## src/rtl/bit_dco.sv

```systemverilog
// Bit-clock divider: counts oversampling ticks per bit and folds loop-filter
// add/sub pulses into one-tick phase corrections at the bit boundary.
module bit_dco #(
  parameter int N = 16,
  parameter int W = $clog2(N)
) (
  input  logic         clk,
  input  logic         rst,
  input  logic         en,
  input  logic         add,
  input  logic         sub,
  output logic         sclk,
  output logic         stb,
  output logic         wrap,
  output logic [W-1:0] phase,
  output logic         ovf
);

  localparam logic [W-1:0] LAST = W'(N - 1);
  localparam logic [W-1:0] HALF = W'(N / 2);

  logic [W-1:0] ph, ph_next;
  logic         pa, ps, held;
  logic         pa_next, ps_next, held_next;
  logic         at_end, take_a, take_s, pa_eff, ps_eff;
  logic         drop, stb_next, wrap_next;

  always_comb begin
    ph_next   = ph;
    held_next = held;
    at_end    = en && (ph == LAST);
    take_a    = at_end && !held && pa;
    take_s    = at_end && !held && !pa && ps;

    if (en) begin
      if (ph != LAST)  ph_next = ph + W'(1);
      else if (held) begin
        ph_next   = '0;
        held_next = 1'b0;
      end
      else if (pa)     ph_next = W'(1);
      else if (ps)     held_next = 1'b1;
      else             ph_next = '0;
    end

    // A pulse landing on the consuming tick is judged against the flags as
    // they will be after consumption, so it queues for the next period.
    pa_eff  = pa && !take_a;
    ps_eff  = ps && !take_s;
    pa_next = pa_eff;
    ps_next = ps_eff;
    drop    = 1'b0;
    if (add && !sub) begin
      if (ps_eff)       ps_next = 1'b0;
      else if (!pa_eff) pa_next = 1'b1;
      else              drop = 1'b1;
    end
    else if (sub && !add) begin
      if (pa_eff)       pa_next = 1'b0;
      else if (!ps_eff) ps_next = 1'b1;
      else              drop = 1'b1;
    end

    stb_next  = en && (ph_next == HALF);
    wrap_next = at_end && !take_s && !(held_next && !held);
  end

  always_ff @(posedge clk) begin
    if (rst) begin
      ph   <= '0;
      pa   <= 1'b0;
      ps   <= 1'b0;
      held <= 1'b0;
      sclk <= 1'b0;
      stb  <= 1'b0;
      wrap <= 1'b0;
      ovf  <= 1'b0;
    end
    else begin
      ph   <= ph_next;
      pa   <= pa_next;
      ps   <= ps_next;
      held <= held_next;
      sclk <= (ph_next >= HALF);
      stb  <= stb_next;
      wrap <= wrap_next;
      ovf  <= drop;
    end
  end

  assign phase = ph;

endmodule
```

## config.mk

```make
export PLATFORM = sky130hd
export DESIGN_NAME = bit_dco
export DESIGN_NICKNAME = d
export VERILOG_FILES = /design/src/rtl/bit_dco.sv
export SDC_FILE = /design/constraint.sdc
export NUM_CORES = 1
export LEC_CHECK = 0
export CORE_AREA = 2 2 39 41
export DETAILED_ROUTE_END_ITERATION = 10
export DIE_AREA = 0 0 41 43
export PLACE_DENSITY_LB_ADDON = 0.1
export SLEW_MARGIN = 40
export SYNTH_ARGS = -nofsm -noshare
export SYNTH_HDL_FRONTEND = slang
export SYNTH_SLANG_ARGS = --single-unit
```

## constraint.sdc

```tcl
create_clock -name clk -period 2.8 [get_ports clk]
set_clock_uncertainty 0.2 [all_clocks]
set_input_delay 0.56 -clock clk [delete_from_list [all_inputs] [get_ports clk]]
set_output_delay 0.56 -clock clk [all_outputs]
set_load 0.02 [all_outputs]
```

# Word level (Yosys, flattened, before mapping)
# Index checks and enable logic that the tools add are counted.
# Widths: inputs -> output; s select.
# totals
ff_bits,11
output_inout_bits,8
word_cells,55
# classes
n_addsub,1
order_cmp,1
eq_ne,3
muxes,21
reduce_logical,21
# op_table
op,n
$mux 4,5
$mux 1,16
$logic_and 1x1->1,13
$eq 4x4->1 const B,2
$logic_not 1->1,7
$add 4x1->4 const B,1
$ge 4x4->1 const B,1
$ne 4x4->1 const B,1
$reduce_or 2->1,1

# Depth between registers and ports, before layout
# logic_depth
ltp_word,11
mapped_depth,4
mapped_depth_nobuf,4

# Worst setup path before layout
# Ideal clock, no wire load.
# synth_path
kind,flip-flop to flip-flop
start,reg ph[0] (netlist: phase[0])
end,reg ps
setup_ps,119
t_arrival_ps,1489
required_ps,2481
slack_ps,992
stages_incl_launch_ff,5
n_path_buf,0
cell_sequence,dfxtp_1 -> ha_1 -> nand4_2 -> o31a_1 -> o221a_1
# synth_via
elab_chain_cells,9
word_cells_on_any_way,12
cone_classes,eq/ne (1); mux (2); reduce/logical (9)
# synth_rtl
item,line_no,source
"start, declared",22,"logic [W-1:0] ph, ph_next;"
"start signal, assigned",80,ph <= ph_next;
$eq 4x4->1 (*),31,at_end = en && (ph == LAST);
$logic_and 1x1->1 (*),31,
$logic_and 1x1->1 (*),"32, 33",
$logic_and 1x1->1 (2 in a row),33,take_s = at_end && !held && !pa && ps;
$logic_not 1->1,49,ps_eff = ps && !take_s;
$logic_and 1x1->1,49,
$mux 1,59,if (pa_eff) pa_next = 1'b0;
$mux 1 (*),58,else if (sub && !add) begin
"end signal, assigned",82,ps <= ps_next;
"end, declared",23,"logic pa, ps, held;"
# Every way passes the cells marked *; elsewhere a longest branch is shown, timed or not.
# A chain may end at the register's enable or synchronous reset.

# Worst setup path in the final report
# layout_path
start,reg ph[2] (netlist: phase[2])
end,out phase[2]
# layout_lines
item,line_no,source
"end, declared",15,"output logic [W-1:0] phase,"
# No word-level cell between the ends.

==> impl_metrics.yaml <==
route:
  drc: 0
  viasPerCell: 5.69
  drtPass1Iterations: 4
  vias: 535
  wirelength_mm: 1.25
  ant_nets: 0
  avgRoutedWirePerCell_um: 13.2
  drt_iter0_drc: 21
synthesis:
  synth_top_family_by_area: "compound AO/OA/AOI/OAI gates"
  synth-seq-cells: 11
  yosys.area_share.simple: 0.254
  yosys.area_share.xor_xnor: 0.0146
  synth_area_per_cell_um2: 9.24
  syn_inst: 65
  syn-cell-area_um2: 601
  synthAdderAreaFrac: 0.0208
  synthesis.nets: 71
  ys_top_cells_by_area: "dfxtp_1 (37%), a21oi_1 (5.0%), nand3_1 (4.2%)"
  synthMuxAreaShare: 0
  synth_top_area_frac: 0.367
  async_reset_ff_frac: 0
  synth_flop_cell: "dfxtp_1"
  synth_compound_area_frac: 0.269
  yosys_warnings: 0
  yosysSeqAreaShare: 0.367
  ys_types: 38
  synth_top_area_cell: "dfxtp_1"
  synth_edf_count: 0
grt:
  grtUsageTotal: 0.170
  grt_start_max_net_pins: 13
  antenna_found_initial: 0
  grt_overflow_total: 0
  grt_pass1_vias: 443
  grt_first_pass_wirelength_mm: 1.98
critical_path:
  required_ns: 2.04
  crit_chain: "clkdlybuf4s50_1"
  max_stage_delay_ns: 0.67
  critPathBufInv: 1
  slowest_stage: "clkdlybuf4s50_1"
  end_kind: "output port"
  r2r_setup_slack_ns: 0.96
  startpoint_type: "register"
  r2r-end: "ps"
  regToRegStartpoint: "phase[0]"
  path_max_fanout: 10
  ff2ff_path_depth: 4
  crit_type: "register to output port"
  arrival_ns: 1.44
  crit_family: "buffers and inverters"
min_path:
  hold_depth: 2
  hp-class: "register to register"
  min_from: "held"
  holdPathEnd: "held"
power_and_ir_drop:
  p_total_uw: 324
  p_leak_nw: 0.268
  peakVddDrop_uv: 220
  power_density_nw_per_um2: 436
timing:
  fin_crit_sh: 0.785
  tightest_slew_ns: 0.443
  max_freq_mhz: 455
  maxSlewViolCount: 0
  rsz0062_at_grt: "false"
  hold_violations: 0
  holdWs_ns: 0.390
  tns_ns: 0
  fin_crit_ns: 2.20
  slew_headroom: 0.704
  setup_viol: 0
finish:
  multiInputGateArea_um2: 335
  seqCellArea_um2: 220
  n_antenna_cell: 0
  syn_to_final_growth_pct: 24.0
  fin_nets: 85
  final_cells: 94
  final_common_cell: "clkdlybuf4s50_1"
  layout-drive-gt1-share: 0.128
  layout_common_cells: "clkdlybuf4s50_1 (12), dfxtp_1 (11), inv_1 (6), a21oi_1 (6), nand3_1 (5)"
  fill_cells: 142
floorplanning:
  core_um2: 1380
  start_util: 0.434
  die_area_um2: 1760
  fp.dieW_um: 41
  ioPinCount: 13
  rows: 14
  fp.dieH_um: 43
clock_tree:
  htreeDepth: 1
  cts_setup_buffers: 0
  cts-hold-fix-buffers: 0
  cts.path.max_buffers: 2
  ctsResizeCount: 0
  clkLatencyLatePin_ns: 0.27
  cts_tree: "built"
  clock_sinks: 11
  clk_pin_slew_worst_paths_ns: 0.07
  cts_root_buf: "clkbuf_4"
  cts-buffers-inserted: 3
place:
  gp_congestion: 0.803
  portBuffers: 12
  placed_cells: 90
  dpl.hpwl_um: 856
run:
  drv_cap: 0
outcome:
  status: "finished clean"
-- cells by family (layout without fill, tap and decap cells) --
logic type | count (synthesis) | in the layout
AOI/OAI and AO/OA | 21 | 21
xor gates and xnor gates | 1 | 1
adders and majority gates | 1 | 1
buffers and inverters | 9 | 22
DFF | 11 | 11
and+or+nand+nor | 22 | 22
-- cell type report --
type,count,area share
clock buffers,4,0.0353
inverters,6,0.0303
multi-input cells,45,0.450
flip-flops and latches,11,0.296
well taps,16,0.0269
repair buffers,12,0.161
-- worst max path at each step --
stage                         from       end  cells after the start
after global routing      phase[2]  phase[2]                      1
after CTS                 phase[2]  phase[2]                      1
final                     phase[2]  phase[2]                      1
after detailed placement        en        ps                      4
after floorplan           phase[0]        ps                      4
after global placement          en        ps                      4
-- Yosys cell counts (2+ instances only) --
cell type and instances:
a21oi_1 6, dfxtp_1 11, inv_1 6, nand2_1 2
nand3_1 5, nor3_1 2, o21ai_0 2
-- flip-flops by register name, indices dropped and copies added, names as in the netlist --
signal and flops:
held 1, ovf 1, pa 1, phase 4, ps 1, sclk 1, stb 1, wrap 1
-- through the flow --
step	setup slack (ns)	instance area [um2]	util
6_report	0.602	744	0.538
3_5_place_dp	0.483	718	0.519
3_3_place_gp	0.472	718	0.519
4_1_cts	0.599	744	0.538
5_1_grt	0.520	744	0.538
2_1_floorplan	0.992	601	-
-- power breakdown --
part / total (mW) / internal [mW] / leakage (nW) / switching, mW
clock: 0.109 / 0.0551 / 0.0150 / 0.0538
sequential: 0.170 / 0.162 / 0.0894 / 0.00812
combinational: 0.0457 / 0.0231 / 0.163 / 0.0226
total: 0.324 / 0.240 / 0.268 / 0.0845
-- routing by layer --
metal	global-route usage	vias up	part of all wire
li1	-	279	-
met4	0.100	0	0.010
met3	0.0733	2	0.060
met2	0.203	16	0.41
met1	0.244	238	0.52
met5	0	-	0
Note: power is estimated with default switching activity, not from simulation.
